<file path="src/rtl/dac_pkg.sv">
// Shared constants, FSM state type and sample-to-frame formatting for the DAC streamer.
// Optional build macro: DAC_TWOS_COMPLEMENT_EN (two's complement input samples).
package dac_pkg;

    localparam int DAC_SAMPLE_W = 12;
    localparam int DAC_FRAME_W  = 16;
    localparam int FRAME_BYTES  = 4;

    typedef enum logic [1:0] {
        COLLECT = 2'd0,
        READY   = 2'd1,
        SEND    = 2'd2
    } state_t;

    // Builds the 16-bit DAC word: four leading zero bits, then the sample in offset binary.
    function automatic logic [DAC_FRAME_W-1:0] frame_word(input logic [DAC_SAMPLE_W-1:0] sample);
`ifdef DAC_TWOS_COMPLEMENT_EN
        return {{(DAC_FRAME_W-DAC_SAMPLE_W){1'b0}}, ~sample[DAC_SAMPLE_W-1], sample[DAC_SAMPLE_W-2:0]};
`else
        return {{(DAC_FRAME_W-DAC_SAMPLE_W){1'b0}}, sample};
`endif
    endfunction

endpackage

</file>
<file path="src/rtl/dac_spi_dual.sv">
// Dual-channel serializer: shifts two 16-bit words MSB first in lockstep, framed by sync_n.
// Data changes on sclk rising edges so it is stable across each falling edge.
module dac_spi_dual
    import dac_pkg::*;
#(
    parameter int SCLK_DIV = 2
) (
    input  logic                   clk,
    input  logic                   reset,
    input  logic                   start,
    input  logic [DAC_FRAME_W-1:0] left,
    input  logic [DAC_FRAME_W-1:0] right,
    output logic                   busy,
    output logic                   done,
    output logic                   sync_n,
    output logic                   sclk,
    output logic                   din_l,
    output logic                   din_r
);

    localparam int DIV_W  = (SCLK_DIV > 1) ? $clog2(SCLK_DIV) : 1;
    localparam int HALF_W = $clog2(2*DAC_FRAME_W + 1);
    localparam logic [DIV_W-1:0]  DIV_LAST  = DIV_W'(SCLK_DIV - 1);
    localparam logic [HALF_W-1:0] LAST_HALF = HALF_W'(2*DAC_FRAME_W);

    logic                   active_reg;
    logic                   done_reg;
    logic                   sync_n_reg;
    logic                   sclk_reg;
    logic [DAC_FRAME_W-1:0] sh_l_reg;
    logic [DAC_FRAME_W-1:0] sh_r_reg;
    logic [DIV_W-1:0]       div_reg;
    logic [HALF_W-1:0]      half_reg;

    always_ff @(posedge clk or negedge reset) begin
        if (!reset) begin
            active_reg <= 1'b0;
            done_reg   <= 1'b0;
            sync_n_reg <= 1'b1;
            sclk_reg   <= 1'b1;
            sh_l_reg   <= '0;
            sh_r_reg   <= '0;
            div_reg    <= '0;
            half_reg   <= '0;
        end else begin
            done_reg <= 1'b0;
            if (done_reg) begin
                active_reg <= 1'b0;
            end else if (!active_reg) begin
                if (start) begin
                    active_reg <= 1'b1;
                    sync_n_reg <= 1'b0;
                    sclk_reg   <= 1'b1;
                    sh_l_reg   <= left;
                    sh_r_reg   <= right;
                    div_reg    <= '0;
                    half_reg   <= '0;
                end
            end else if (!sync_n_reg) begin
                // One extra sclk-high period after the last falling edge, then release sync.
                if (half_reg == LAST_HALF) begin
                    sync_n_reg <= 1'b1;
                    done_reg   <= 1'b1;
                end else if (div_reg == DIV_LAST) begin
                    div_reg  <= '0;
                    half_reg <= half_reg + 1'b1;
                    if (!half_reg[0]) begin
                        sclk_reg <= 1'b0;
                    end else begin
                        sclk_reg <= 1'b1;
                        sh_l_reg <= {sh_l_reg[DAC_FRAME_W-2:0], 1'b0};
                        sh_r_reg <= {sh_r_reg[DAC_FRAME_W-2:0], 1'b0};
                    end
                end else begin
                    div_reg <= div_reg + 1'b1;
                end
            end
        end
    end

    // start is itself a registered pulse, so busy covers the start cycle without delay.
    assign busy   = active_reg | start;
    assign done   = done_reg;
    assign sync_n = sync_n_reg;
    assign sclk   = sclk_reg;
    assign din_l  = sh_l_reg[DAC_FRAME_W-1];
    assign din_r  = sh_r_reg[DAC_FRAME_W-1];

endmodule

</file>
<file path="src/rtl/dac_sample_streamer.sv">
// Collects 4-byte USB frames into L/R samples and releases one per sample tick to a dual SPI DAC.
// Optional build macro: DAC_TWOS_COMPLEMENT_EN (flip sample MSB to convert to offset binary).
module dac_sample_streamer
    import dac_pkg::*;
#(
    parameter int SAMPLE_DIV = 2268,
    parameter int SCLK_DIV   = 2
) (
    input  logic        clk,
    input  logic        reset,
    input  logic        en,
    input  logic [7:0]  in_data,
    input  logic        in_valid,
    output logic        in_ready,
    output logic        dac_sync_n,
    output logic        dac_sclk,
    output logic        dac_din_l,
    output logic        dac_din_r,
    output logic [15:0] underrun_count,
    output logic        busy
);

    localparam int CNT_W = $clog2(SAMPLE_DIV);
    localparam logic [CNT_W-1:0] TICK_LAST = CNT_W'(SAMPLE_DIV - 1);

    generate
        if (SAMPLE_DIV < 32*SCLK_DIV + 8) begin : g_bad_div
            $error("SAMPLE_DIV too small for one serializer frame plus turnaround");
        end
    endgenerate

    state_t                              state_reg;
    logic [1:0]                          byte_idx_reg;
    logic                                start_reg;
    logic [CNT_W-1:0]                    tick_cnt_reg;
    logic [15:0]                         underrun_reg;
    logic [1:0][DAC_SAMPLE_W-1:0]        samples;
    logic                                tick;
    logic                                accept;
    logic                                spi_done;

    assign in_ready = (state_reg == COLLECT);
    assign accept   = in_ready && in_valid;
    assign tick     = en && (tick_cnt_reg == TICK_LAST);

    always_ff @(posedge clk or negedge reset) begin
        if (!reset) begin
            tick_cnt_reg <= '0;
        end else if (!en || tick_cnt_reg == TICK_LAST) begin
            tick_cnt_reg <= '0;
        end else begin
            tick_cnt_reg <= tick_cnt_reg + 1'b1;
        end
    end

    // Even bytes carry sample[7:0]; only the low nibble of odd bytes is kept.
    generate
        for (genvar gi = 0; gi < FRAME_BYTES; gi++) begin : g_byte
            if (gi % 2 == 0) begin : g_lo
                logic [7:0] byte_reg;
                always_ff @(posedge clk or negedge reset) begin
                    if (!reset) begin
                        byte_reg <= '0;
                    end else if (accept && byte_idx_reg == 2'(gi)) begin
                        byte_reg <= in_data;
                    end
                end
                assign samples[gi/2][7:0] = byte_reg;
            end else begin : g_hi
                logic [3:0] byte_reg;
                always_ff @(posedge clk or negedge reset) begin
                    if (!reset) begin
                        byte_reg <= '0;
                    end else if (accept && byte_idx_reg == 2'(gi)) begin
                        byte_reg <= in_data[3:0];
                    end
                end
                assign samples[gi/2][11:8] = byte_reg;
            end
        end
    endgenerate

    always_ff @(posedge clk or negedge reset) begin
        if (!reset) begin
            state_reg    <= COLLECT;
            byte_idx_reg <= '0;
            start_reg    <= 1'b0;
        end else begin
            start_reg <= 1'b0;
            case (state_reg)
                COLLECT: begin
                    if (accept) begin
                        byte_idx_reg <= byte_idx_reg + 1'b1;
                        if (byte_idx_reg == 2'd3) begin
                            state_reg <= READY;
                        end
                    end
                end
                READY: begin
                    if (tick) begin
                        start_reg <= 1'b1;
                        state_reg <= SEND;
                    end
                end
                SEND: begin
                    if (spi_done) begin
                        state_reg    <= COLLECT;
                        byte_idx_reg <= '0;
                    end
                end
                default: begin
                    state_reg    <= COLLECT;
                    byte_idx_reg <= '0;
                end
            endcase
        end
    end

    // Any tick that cannot launch a frame is a missed sample.
    always_ff @(posedge clk or negedge reset) begin
        if (!reset) begin
            underrun_reg <= '0;
        end else if (tick && state_reg != READY && underrun_reg != 16'hFFFF) begin
            underrun_reg <= underrun_reg + 1'b1;
        end
    end

    assign underrun_count = underrun_reg;

    dac_spi_dual #(
        .SCLK_DIV(SCLK_DIV)
    ) u_spi (
        .clk    (clk),
        .reset  (reset),
        .start  (start_reg),
        .left   (frame_word(samples[0])),
        .right  (frame_word(samples[1])),
        .busy   (busy),
        .done   (spi_done),
        .sync_n (dac_sync_n),
        .sclk   (dac_sclk),
        .din_l  (dac_din_l),
        .din_r  (dac_din_r)
    );

endmodule
</file>
<file path="config.mk">
export PLATFORM = sky130hd
export DESIGN_NAME = dac_sample_streamer
export DESIGN_NICKNAME = d
export VERILOG_FILES = /design/src/rtl/dac_pkg.sv /design/src/rtl/dac_spi_dual.sv /design/src/rtl/dac_sample_streamer.sv
export SDC_FILE = /design/constraint.sdc
export NUM_CORES = 1
export LEC_CHECK = 0
export CAP_MARGIN = 20
export CORE_MARGIN = 5
export CORE_UTILIZATION = 30
export CTS_CLUSTER_SIZE = 20
export DETAILED_ROUTE_END_ITERATION = 8
export DONT_BUFFER_PORTS = 1
export PLACE_DENSITY = 0.43
export SLEW_MARGIN = 20
export SYNTH_ARGS = -nofsm -noshare
export SYNTH_HDL_FRONTEND = slang
export SYNTH_SLANG_ARGS = --single-unit
</file>
<file path="constraint.sdc">
create_clock -name clk -period 3.1 [get_ports clk]
set_clock_uncertainty 0.15 [all_clocks]
set_input_delay 0.465 -clock clk [delete_from_list [all_inputs] [get_ports clk]]
set_output_delay 0.465 -clock clk [all_outputs]
set_load 0.01 [all_outputs]
</file>
==> results.rst, run 1 <==
.. list-table::
   :header-rows: 1

   * - Metric
     - Value
   * - Result of the run
     - complete, no violations
   * - Largest cells by area after synthesis
     - dfrtp_1, mux2_2, nand2_1, mux2i_1, o21ai_0
   * - Area delta synth->final
     - 11.5%
   * - Root Buffer
     - clkbuf_16
   * - Critical Path Sink
     - underrun_count[1]
   * - Sink Count
     - 100
   * - Endpoint of the worst register-to-register path
     - underrun_count[1]
   * - Diode insertion count for antenna repair
     - 0
   * - Fin crit period
     - roughly 2.1 ns
   * - Final core utilization
     - 0.344
   * - Synthesis-stage register bit count
     - 100
   * - Vias in the first global route
     - about 2800
   * - Number of nets in the finished design
     - about 430
   * - Leakage power of the design
     - 2.19 nW
   * - Number of post-CTS setup repair buffers
     - 0
   * - Resize count post-CTS
     - 0
   * - Arrival time reported for the critical path endpoint
     - 2.21 ns
   * - Share of async-settable or async-resettable flops after synthesis
     - 1.00
   * - Overflow after GRT
     - 0
   * - Transition time at the pin with the least slew margin
     - 0.808 ns
   * - Die Y-Extent
     - 133 um
   * - Biggest cell delay along the critical path
     - 0.48 ns
   * - CP cell instances
     - ha_1 > nand3_1 > nor4_1 > nor3_2 > buf_4 > mux2_2
   * - Total Die Area
     - around 18000 um^2
   * - Normalized max-slew margin
     - 0.457
   * - Number of logic stages on the critical path including buffering
     - 6
   * - Total vias in the final route
     - about 2900
   * - Worst reg2reg setup slack
     - around 0.97 ns
   * - Wire length after detailed routing
     - approximately 8.8 mm
   * - Chip Width
     - 133 um
   * - Mean instance size in the synthesized netlist
     - between 10 and 15 um^2
   * - Startpoint of the lowest-slack register-to-register path
     - underrun_count[0]
   * - Worst setup path start
     - underrun_count[0]
   * - Count of distinct cell types in the synthesized netlist
     - 44
   * - CP delay by family, top
     - simple AND/OR/NAND/NOR gates
   * - Endpoints failing hold
     - 0
   * - PwrDens
     - slightly above 600 nW/um^2
   * - Clock buffer depth
     - 2
   * - Critical path class
     - flop to flop
   * - Reg2reg path depth
     - 6
   * - Antenna violations before repair
     - 0
   * - Clock tree from TritonCTS
     - done
   * - Pin count of the biggest net entering global routing
     - between 100 and 150
   * - Number of standard cells in the final layout excluding fillers
     - 602
   * - Setup slack after placement
     - 0.953 ns
   * - Nets in the synthesized netlist
     - around 440
   * - Fraction of post-synthesis cell area in the top cell type by area
     - 0.543
   * - Share of synthesized area occupied by flip-flops and latches
     - 0.554
   * - Cell with the most instances after synthesis
     - dfrtp_1
   * - Iter 0 DRT Violations
     - 139
   * - Routed length per placed instance
     - between 10 and 15 um
   * - Commonest register cell after synthesis
     - dfrtp_1
   * - Number of enable-type register cells in the synthesized netlist
     - 0
   * - Final period utilization
     - 0.687
   * - Cell accounting for the most synthesized area
     - dfrtp_1
   * - Buffering stage count on the worst path with inverters included
     - 1
   * - Total core area
     - ~15000 um^2
   * - Total setup violations reported at the end of the flow
     - 0
   * - Instance count of the mapped netlist
     - just over 400
   * - Area of the mapped netlist
     - ~4500 um^2
   * - RSZ-0062 raised after global routing
     - no
   * - DRC violation count after routing
     - 0
   * - Post-route ant nets
     - 0
   * - GRT Overall Usage
     - 0.106
   * - Cell count after placement
     - approximately 600
   * - Count of input and output buffers
     - 0
   * - Max VDD drop
     - 273 uV
   * - Count of pins on the block boundary
     - 34
   * - Commonest cells in the netlist
     - dfrtp_1, nand2_1, o21ai_0
   * - Clock latency on the worst-skew pair
     - approximately 0.34 ns
   * - Critical path's slowest cell
     - dfrtp_1
   * - Min-delay worst type
     - input pin to flop
   * - Initial cell density of the core
     - 0.309
   * - Vias per cell
     - ~4.8
   * - Clock-pin transition on the worst setup and hold timing paths
     - roughly 0.070 ns
   * - Post-route cell area
     - ~5000 um^2
   * - Placed wire-length estimate
     - 5.71 mm
   * - Crit path required time
     - 3.18 ns
   * - CP endpoint kind
     - flop
   * - Layout cell share with drive strength beyond 1
     - 0.134
   * - Max-cap violations
     - 0
   * - Number of warnings issued by yosys
     - 0
   * - Wire length of the first global-routing pass
     - 15.1 mm
   * - CP Launch Type
     - flop
   * - DP Area
     - between 4000 and 5000 um^2
   * - Global placer's final weighted congestion
     - a little over 0.7
   * - Crit path max fanout
     - 12
   * - Max Freq
     - ~470 MHz
   * - Total negative setup slack
     - 0 ns
   * - Number of cells traversed by the worst hold path
     - 1
   * - Number of max-slew violations in the final report
     - 0
   * - Clock buffers created by TritonCTS
     - 9
   * - Floorplan row count
     - between 40 and 50
   * - Number of H-tree levels
     - 3
   * - Setup slack of the critical path after layout
     - between 0.9 and 1 ns
   * - Length of the first detailed-routing pass in iterations
     - 4
## metal layers
layer | wire length [um] | up-vias | track usage
met3 | 234 | 10 | 0.0266
met2 | 4010 | 29 | 0.160
met4 | 185 | 0 | 0.0520
met1 | 4380 | 1432 | 0.143
li1 | - | 1426 | -
met5 | 0 | - | 0
## what timing repair did
item / 4_1_cts / 5_1_grt
hold buffers: 2 / 0
endpoints found under the setup margin: 0 / 0
endpoints found under the hold margin: 100 / 0
## per-stage QoR
step | hold WS (ns) | power [mW]
after floorplan | 0.0194 | 1.89
after global placement | 0.0263 | 1.96
after detailed placement | 0.0239 | 1.98
after CTS | 0.0920 | 3.20
after global routing | 0.0923 | 3.31
final | 0.111 | 3.14
## power breakdown
part | internal, mW | leakage (nW) | total, mW | switching [mW]
sequential | 1.48 | 1.33 | 1.58 | 0.100
clock | 0.655 | 0.150 | 1.16 | 0.507
combinational | 0.216 | 0.711 | 0.391 | 0.176
## placed cells by master, fill, tap and decap left out, types with 8 or more instances in the layout
master,synthesis,final
mux2_2,25,25
clkbuf_16,0,9
inv_1,12,12
nand3_1,26,26
dfrtp_1,98,97
nor2_1,25,25
nand2_1,61,61
mux2i_1,22,22
ha_1,8,8
xnor2_1,15,15
o21ai_0,28,28
## cell families (layout without fill, tap and decap cells)
group,count (synthesis),count (layout),share of synthesized area
multiplexers,49,49,0.116
AND/OR/NAND/NOR,157,157,0.172
AO/OA/AOI/OAI,50,50,0.0667
buffers and inverters,30,33,0.0280
XOR/XNOR,21,21,0.0407
adder cells (fa/ha/maj),8,8,0.0222
flip-flops,100,100,0.554
## area by class of cell
type                            count  area, um^2
Fill cell                        1499        9610
Sequential cell                   100        2510
Multi-Input combinational cell    285        1890
Clock buffer                       10         239
Tap cell                          184         230
Clock inverter                      6        68.8
Timing Repair Buffer                5        60.1
Inverter                           12        45.0
## worst min-delay path by stage
stage               startpoint                         end  slack (ns)
global route        in_data[7]  g_byte[2].g_lo.byte_reg[7]        0.09
finish              in_data[4]  g_byte[2].g_lo.byte_reg[4]        0.11
CTS                 in_data[4]  g_byte[2].g_lo.byte_reg[4]        0.09
global placement         reset          underrun_count[10]        0.03
detailed placement       reset               u_spi.div_reg        0.02
floorplan                reset             byte_idx_reg[0]        0.02
Power figures use the tool's default switching activity.
==> run 2, diff against run 1 <==
--- a/config.mk
+++ b/config.mk
@@ -11,7 +11,7 @@
 export CTS_CLUSTER_SIZE = 20
 export DETAILED_ROUTE_END_ITERATION = 8
 export DONT_BUFFER_PORTS = 1
-export PLACE_DENSITY = 0.43
+export PLACE_DENSITY = 0.44
 export SLEW_MARGIN = 20
 export SYNTH_ARGS = -nofsm -noshare
 export SYNTH_HDL_FRONTEND = slang
==> constraint.sdc (replaced) <==
create_clock -name clk -period 1.9 [get_ports clk]
set_clock_uncertainty 0.15 [all_clocks]
set_input_delay 0.285 -clock clk [delete_from_list [all_inputs] [get_ports clk]]
set_output_delay 0.285 -clock clk [all_outputs]
set_load 0.01 [all_outputs]
==> results.rst, run 2 (same netlist as run 1, synthesis figures left out) <==
.. list-table::
   :header-rows: 1

   * - Metric
     - Value
   * - Area delta synth->final
     - 23.8% (was 11.5%)
   * - Min-delay worst type
     - input pin to asynchronous set/reset pin (was input pin to flop)
   * - CP delay by family, top
     - simple AND/OR/NAND/NOR gates (unchanged)
   * - Clock tree from TritonCTS
     - done (unchanged)
   * - Root Buffer
     - clkbuf_16 (unchanged)
   * - Number of nets in the finished design
     - 485 (was 433)
   * - PnR Total Power
     - 5.13 mW (was 3.14 mW)
   * - Count of pins on the block boundary
     - 34 (unchanged)
   * - Count of input and output buffers
     - 0 (unchanged)
   * - Number of H-tree levels
     - 3 (unchanged)
   * - Number of max-slew violations in the final report
     - 0 (unchanged)
   * - RSZ-0062 raised after global routing
     - yes (was no)
   * - Most common cell after layout, fill and taps aside
     - dfrtp_1 (unchanged)
   * - # hold bufs at CTS
     - 8 (was 2)
   * - Reg2reg path depth
     - 7 (was 6)
   * - Normalized max-slew margin
     - 0.640 (was 0.457)
   * - Overflow after GRT
     - 0 (unchanged)
   * - Clock buffers created by TritonCTS
     - 9 (unchanged)
   * - CP Launch Type
     - flop (unchanged)
   * - Die Y-Extent
     - 133 um (unchanged)
   * - Startpoint of the lowest-slack register-to-register path
     - tick_cnt_reg[1] (was underrun_count[0])
   * - Wire length of the first global-routing pass
     - 15.5 mm (was 15.1 mm)
   * - Critical path's slowest cell
     - dfrtp_1 (unchanged)
   * - Result of the run
     - complete, but fails checks (was complete, no violations)
   * - Worst hold slack
     - -0.510 ns (was 0.111 ns)
   * - Fillcell total
     - 1446 (was 1499)
   * - Total setup violations reported at the end of the flow
     - 0 (unchanged)
   * - Endpoint of the worst register-to-register path
     - underrun_count[15] (was underrun_count[1])
   * - Vias per cell
     - 4.71 (was 4.81)
   * - Max Freq
     - 529 MHz (was 470 MHz)
   * - Clock buffer depth
     - 2 (unchanged)
   * - CP endpoint kind
     - flop (unchanged)
   * - Clock-pin transition on the worst setup and hold timing paths
     - 0.07 ns (about the same)
   * - Layout cell share with drive strength beyond 1
     - 0.243 (was 0.134)
   * - Biggest cell delay along the critical path
     - 0.35 ns (was 0.48 ns)
   * - Total Die Area
     - 17600 um^2 (unchanged)
   * - Crit path required time
     - 1.97 ns (was 3.18 ns)
   * - PwrDens
     - 917 nW/um^2 (was 623 nW/um^2)
   * - Antenna violations before repair
     - 0 (unchanged)
   * - Chip Width
     - 133 um (unchanged)
   * - Critical path class
     - flop to flop (unchanged)
   * - Total core area
     - 14600 um^2 (unchanged)
   * - Leakage power of the design
     - 2.51 nW (was 2.19 nW)
   * - Length of the first detailed-routing pass in iterations
     - 4 (unchanged)
   * - Pin count of the biggest net entering global routing
     - 101 (unchanged)
   * - Fin crit period
     - 1.89 ns (was 2.13 ns)
   * - Total area of multi-input combinational cells
     - 2010 um^2 (was 1890 um^2)
   * - Area used by sequential logic in the layout
     - 2510 um^2 (unchanged)
   * - Commonest non-fill, non-tap cells in the layout
     - dfrtp_1, nand2_1, buf_4, o21ai_0 (was dfrtp_1, nand2_1, o21ai_0, nand3_1)
   * - Post-route ant nets
     - 0 (unchanged)
   * - Buffering stage count on the worst path with inverters included
     - 1 (unchanged)
   * - Final period utilization
     - 0.994 (was 0.687)
   * - Global placer's final weighted congestion
     - 0.753 (was 0.727)
   * - Crit path max fanout
     - 2 (was 12)
   * - Max VDD drop
     - 435 uV (was 273 uV)
   * - GRT Overall Usage
     - 0.108 (was 0.106)
   * - Routed length per placed instance
     - 13.9 um (was 14.6 um)
   * - Transition time at the pin with the least slew margin
     - 0.537 ns (was 0.808 ns)
   * - Wire length after detailed routing
     - 9.11 mm (was 8.81 mm)
   * - Clock latency on the worst-skew pair
     - 0.34 ns (about the same)
   * - Endpoints failing hold
     - 100 (was 0)
   * - CP cell instances
     - ha_2 > and4bb_2 > nand2_2 > buf_4 > nor2_1 > and4_1 > mux2_4 (was ha_1 > nand3_1 > nor4_1 > nor3_2 > buf_4 > mux2_2)
   * - DRC violation count after routing
     - 0 (unchanged)
   * - Total vias in the final route
     - 3083 (was 2897)
   * - Violated checks
     - hold timing
   * - Placed wire-length estimate
     - 6.13 mm (was 5.71 mm)
   * - Sink Count
     - 100 (unchanged)
   * - Diode insertion count for antenna repair
     - 0 (unchanged)
   * - Max-cap violations
     - 0 (unchanged)
   * - Floorplan row count
     - 44 (unchanged)
   * - Initial cell density of the core
     - 0.309 (unchanged)
   * - Iter 0 DRT Violations
     - 165 (was 139)
   * - Worst reg2reg setup slack
     - 0.01 ns (was 0.97 ns)
   * - Vias in the first global route
     - 3017 (was 2846)
   * - Arrival time reported for the critical path endpoint
     - 1.96 ns (was 2.21 ns)
-- run 2: final cells by class --
class	count	share of cell area
flip-flops and latches	100	0.448
multi-input cells	285	0.358
repair buffers	57	0.0888
clock buffers	12	0.0458
well taps	184	0.0411
clock inverters	4	0.00984
inverters	12	0.00805
-- run 2: through the flow --
step | std cells | setup slack (ns) | setup TNS [ns] | cell area, um^2 | utilization
4_1_cts | 653 | 0.00125 | 0 | 5470 | 0.374
3_3_place_gp | 629 | 0.0183 | 0 | 5070 | 0.346
3_5_place_dp | 629 | -0.00801 | -0.00801 | 5070 | 0.346
2_1_floorplan | 415 | 0.0845 | 0 | 4520 | -
6_report | 654 | 0.0113 | 0 | 5600 | 0.382
5_1_grt | 654 | -0.0609 | -0.211 | 5600 | 0.382
-- run 2: worst register-to-register path, cell delays in order (launching register included) --
cell,delay [ns]
dfrtp_1,0.35
ha_2,0.18
and4bb_2,0.29
nand2_2,0.07
buf_4,0.14
nor2_1,0.09
and4_1,0.20
mux2_4,0.31
-- run 2: report_power, final --
part	internal, mW	switching (mW)	leakage (nW)
clock network	1.10	0.789	0.149
logic	0.394	0.275	1.02
registers	2.42	0.152	1.33
-- run 2: worst max path at each step --
stage,start,endpoint,slack [ns],depth (start not counted)
global placement,tick_cnt_reg[9],underrun_count[12],0.02,6
floorplan,tick_cnt_reg[0],underrun_count[10],0.08,7
detailed placement,underrun_count[0],underrun_count[1],-0.008,6
CTS,tick_cnt_reg[0],underrun_count[15],0.001,7
global route,tick_cnt_reg[1],underrun_count[15],-0.06,7
finish,tick_cnt_reg[1],underrun_count[15],0.01,7
-- run 2: per-layer routing --
metal,wire length [um],GRT usage,vias to the layer above
met3,243,0.0266,12
met1,4430,0.144,1498
met5,0,0,-
met2,4270,0.169,35
met4,167,0.0468,0
li1,-,-,1538
-- run 2: timing repair --
action | in CTS | in global routing
pin swaps | 0 | 17
buffers inserted | 0 | 1
endpoints found under the hold margin | 124 | 100
setup endpoints to repair | 2 | 9
cloned | 0 | 0
resized for setup | 2 | 24
==> run 3, diff against run 2 <==
--- a/config.mk
+++ b/config.mk
@@ -11,7 +11,8 @@
 export CTS_CLUSTER_SIZE = 20
 export DETAILED_ROUTE_END_ITERATION = 8
 export DONT_BUFFER_PORTS = 1
-export PLACE_DENSITY = 0.44
+export PLACE_DENSITY = 0.43
+export REMOVE_ABC_BUFFERS = 1
 export SLEW_MARGIN = 20
 export SYNTH_ARGS = -nofsm -noshare
 export SYNTH_HDL_FRONTEND = slang
==> constraint.sdc (replaced) <==
create_clock -name clk -period 2.1 [get_ports clk]
set_clock_uncertainty 0.15 [all_clocks]
set_input_delay 0.315 -clock clk [delete_from_list [all_inputs] [get_ports clk]]
set_output_delay 0.315 -clock clk [all_outputs]
set_load 0.01 [all_outputs]
==> results.rst, run 3 (same netlist as run 1, synthesis figures left out) <==
.. list-table::
   :header-rows: 1

   * - Metric
     - Value
   * - Result of the run
     - complete, but fails checks (unchanged)
   * - Violated checks
     - hold timing (unchanged)
   * - Crit path required time
     - 2.18 ns (was 1.97 ns)
   * - Wire length after detailed routing
     - 8.90 mm (was 9.11 mm)
   * - Number of max-slew violations in the final report
     - 0 (unchanged)
   * - Part of the total power dissipated in combinational logic
     - 0.121 (was 0.130)
   * - Clock share of power
     - 0.375 (was 0.368)
   * - Resize count post-CTS
     - 0 (was 2)
   * - Reported net switching power
     - 1.09 mW (was 1.22 mW)
   * - Critical path class
     - flop to flop (unchanged)
   * - Final period utilization
     - 0.939 (was 0.994)
   * - Clock buffer depth
     - 2 (unchanged)
   * - PwrDens
     - 889 nW/um^2 (was 917 nW/um^2)
   * - Max VDD drop
     - 416 uV (was 435 uV)
   * - # hold bufs at CTS
     - 8 (unchanged)
   * - PnR Total Power
     - 4.63 mW (was 5.13 mW)
   * - Die Y-Extent
     - 133 um (unchanged)
   * - DP Area
     - 4820 um^2 (was 5070 um^2)
   * - Worst hold slack
     - -0.496 ns (was -0.510 ns)
   * - Leakage power of the design
     - 2.29 nW (was 2.51 nW)
   * - GRT Overall Usage
     - 0.109 (was 0.108)
   * - Initial cell density of the core
     - 0.309 (unchanged)
   * - Most common cell after layout, fill and taps aside
     - dfrtp_1 (unchanged)
   * - Count of input and output buffers
     - 0 (unchanged)
   * - Floorplan row count
     - 44 (unchanged)
   * - Routed length per placed instance
     - 14.3 um (was 13.9 um)
   * - Iter 0 DRT Violations
     - 114 (was 165)
   * - Internal Power
     - 3.54 mW (was 3.91 mW)
   * - Total Die Area
     - 17600 um^2 (unchanged)
   * - Clock buffers created by TritonCTS
     - 9 (unchanged)
   * - CP endpoint kind
     - flop (unchanged)
   * - Commonest non-fill, non-tap cells in the layout
     - dfrtp_1, nand2_1, o21ai_0, nand3_1 (was dfrtp_1, nand2_1, buf_4, o21ai_0)
   * - Diode insertion count for antenna repair
     - 0 (unchanged)
   * - Post-route cell area
     - 5210 um^2 (was 5600 um^2)
   * - Placed wire-length estimate
     - 5.84 mm (was 6.13 mm)
   * - CP Launch Type
     - flop (unchanged)
   * - Chip Width
     - 133 um (unchanged)
   * - Max-cap violations
     - 0 (unchanged)
   * - Overflow after GRT
     - 0 (unchanged)
   * - Wire length of the first global-routing pass
     - 15.4 mm (was 15.5 mm)
   * - Vias per cell
     - 4.73 (was 4.71)
   * - Number of post-CTS setup repair buffers
     - 0 (unchanged)
   * - Endpoints failing hold
     - 100 (unchanged)
   * - Max Freq
     - 507 MHz (was 529 MHz)
   * - Arrival time reported for the critical path endpoint
     - 2.05 ns (was 1.96 ns)
   * - Clock-pin transition on the worst setup and hold timing paths
     - 0.07 ns (about the same)
   * - Min-delay worst type
     - input pin to asynchronous set/reset pin (unchanged)
   * - Vias in the first global route
     - 2966 (was 3017)
   * - Layout cell share with drive strength beyond 1
     - 0.158 (was 0.243)
   * - Clock tree from TritonCTS
     - done (unchanged)
   * - Total setup violations reported at the end of the flow
     - 0 (unchanged)
   * - Number of H-tree levels
     - 3 (unchanged)
   * - Root Buffer
     - clkbuf_16 (unchanged)
   * - Antenna violations before repair
     - 0 (unchanged)
   * - Count of pins on the block boundary
     - 34 (unchanged)
   * - DRC violation count after routing
     - 0 (unchanged)
   * - Total vias in the final route
     - 2940 (was 3083)
   * - Crit path max fanout
     - 12 (was 2)
   * - Area delta synth->final
     - 15.3% (was 23.8%)
   * - RSZ-0062 raised after global routing
     - no (was yes)
   * - Length of the first detailed-routing pass in iterations
     - 4 (unchanged)
   * - Global placer's final weighted congestion
     - 0.796 (was 0.753)
   * - Normalized max-slew margin
     - 0.667 (was 0.640)
   * - Sink Count
     - 100 (unchanged)
   * - Transition time at the pin with the least slew margin
     - 0.499 ns (was 0.537 ns)
   * - Total core area
     - 14600 um^2 (unchanged)
   * - Post-route ant nets
     - 0 (unchanged)
   * - Number of nets in the finished design
     - 454 (was 485)
   * - Fin crit period
     - 1.97 ns (was 1.89 ns)
   * - Clock latency on the worst-skew pair
     - 0.35 ns (was 0.34 ns)
   * - Share of power burned in registers
     - 0.504 (was 0.501)
   * - Switching share of power
     - 0.236 (was 0.237)
   * - Pin count of the biggest net entering global routing
     - 101 (unchanged)
## run 3: cell types whose count changed in the layout (fill, tap and decap cells not counted), moves of 2 or more
cell	change
buf_4	-26
buf_6	-3
ha_1	+3
nor4_1	+3
nor4_4	-3
buf_12	-2
ha_4	-2
mux2_4	-2
nand3_1	+2
## run 3: metal layers
layer | up-vias | share of wire | track usage
met5 | - | 0 | 0
met4 | 0 | 0.014 | 0.0375
met3 | 11 | 0.061 | 0.0505
met2 | 39 | 0.45 | 0.163
met1 | 1426 | 0.48 | 0.140
li1 | 1464 | - | -
## run 3: cell type report
| class | count | area [um^2] |
|---|---|---|
| fillers | 1477 | 9440 |
| flip-flops and latches | 100 | 2510 |
| multi-input cells | 285 | 1890 |
| clock buffers | 12 | 267 |
| well taps | 184 | 230 |
| repair buffers | 26 | 228 |
| clock inverters | 3 | 45.0 |
| inverters | 12 | 45.0 |
## run 3: path summary, 6_finish.rpt
path,start,endpoint,slack [ns],depth (start not counted)
min reg2reg,tick_cnt_reg[0],tick_cnt_reg[0],0.31,1
max reg2reg,tick_cnt_reg[0],underrun_count[1],0.13,6
min in group clk,in_valid,byte_idx_reg[0],0.05,2
max,tick_cnt_reg[0],underrun_count[1],0.13,6
min,reset,u_spi.sh_r_reg[15],-0.50,0
max in group asynchronous,reset,u_spi.sclk,2.08,0
## run 3: through the flow
step	setup TNS, ns	setup slack [ns]	cells	hold WS [ns]	utilization
after global placement	0	0.154	599	-0.127	0.329
final	0	0.129	622	-0.496	0.356
after global routing	0	0.0300	622	-0.527	0.356
after detailed placement	0	0.121	599	-0.127	0.329
after CTS	0	0.111	622	-0.518	0.356
after floorplan	-35.46	-1.02	397	-0.131	-
## run 3: worst max-delay path, stage by stage (launching register included)
cell and delay, ns:
dfrtp_1 0.37, ha_1 0.22, and4bb_1 0.27, nand2_1 0.11, nor3_2 0.18, buf_4 0.21, mux2_2 0.35
## run 3: power groups by stage
stage          Clock [mW]  Combinational [mW]  Sequential (mW)
2_1_floorplan           0               0.453             2.33
3_3_place_gp            0               0.543             2.36
3_5_place_dp            0               0.554             2.37
4_1_cts              1.81               0.573             2.33
5_1_grt              1.87               0.647             2.38
6_report             1.73               0.562             2.33
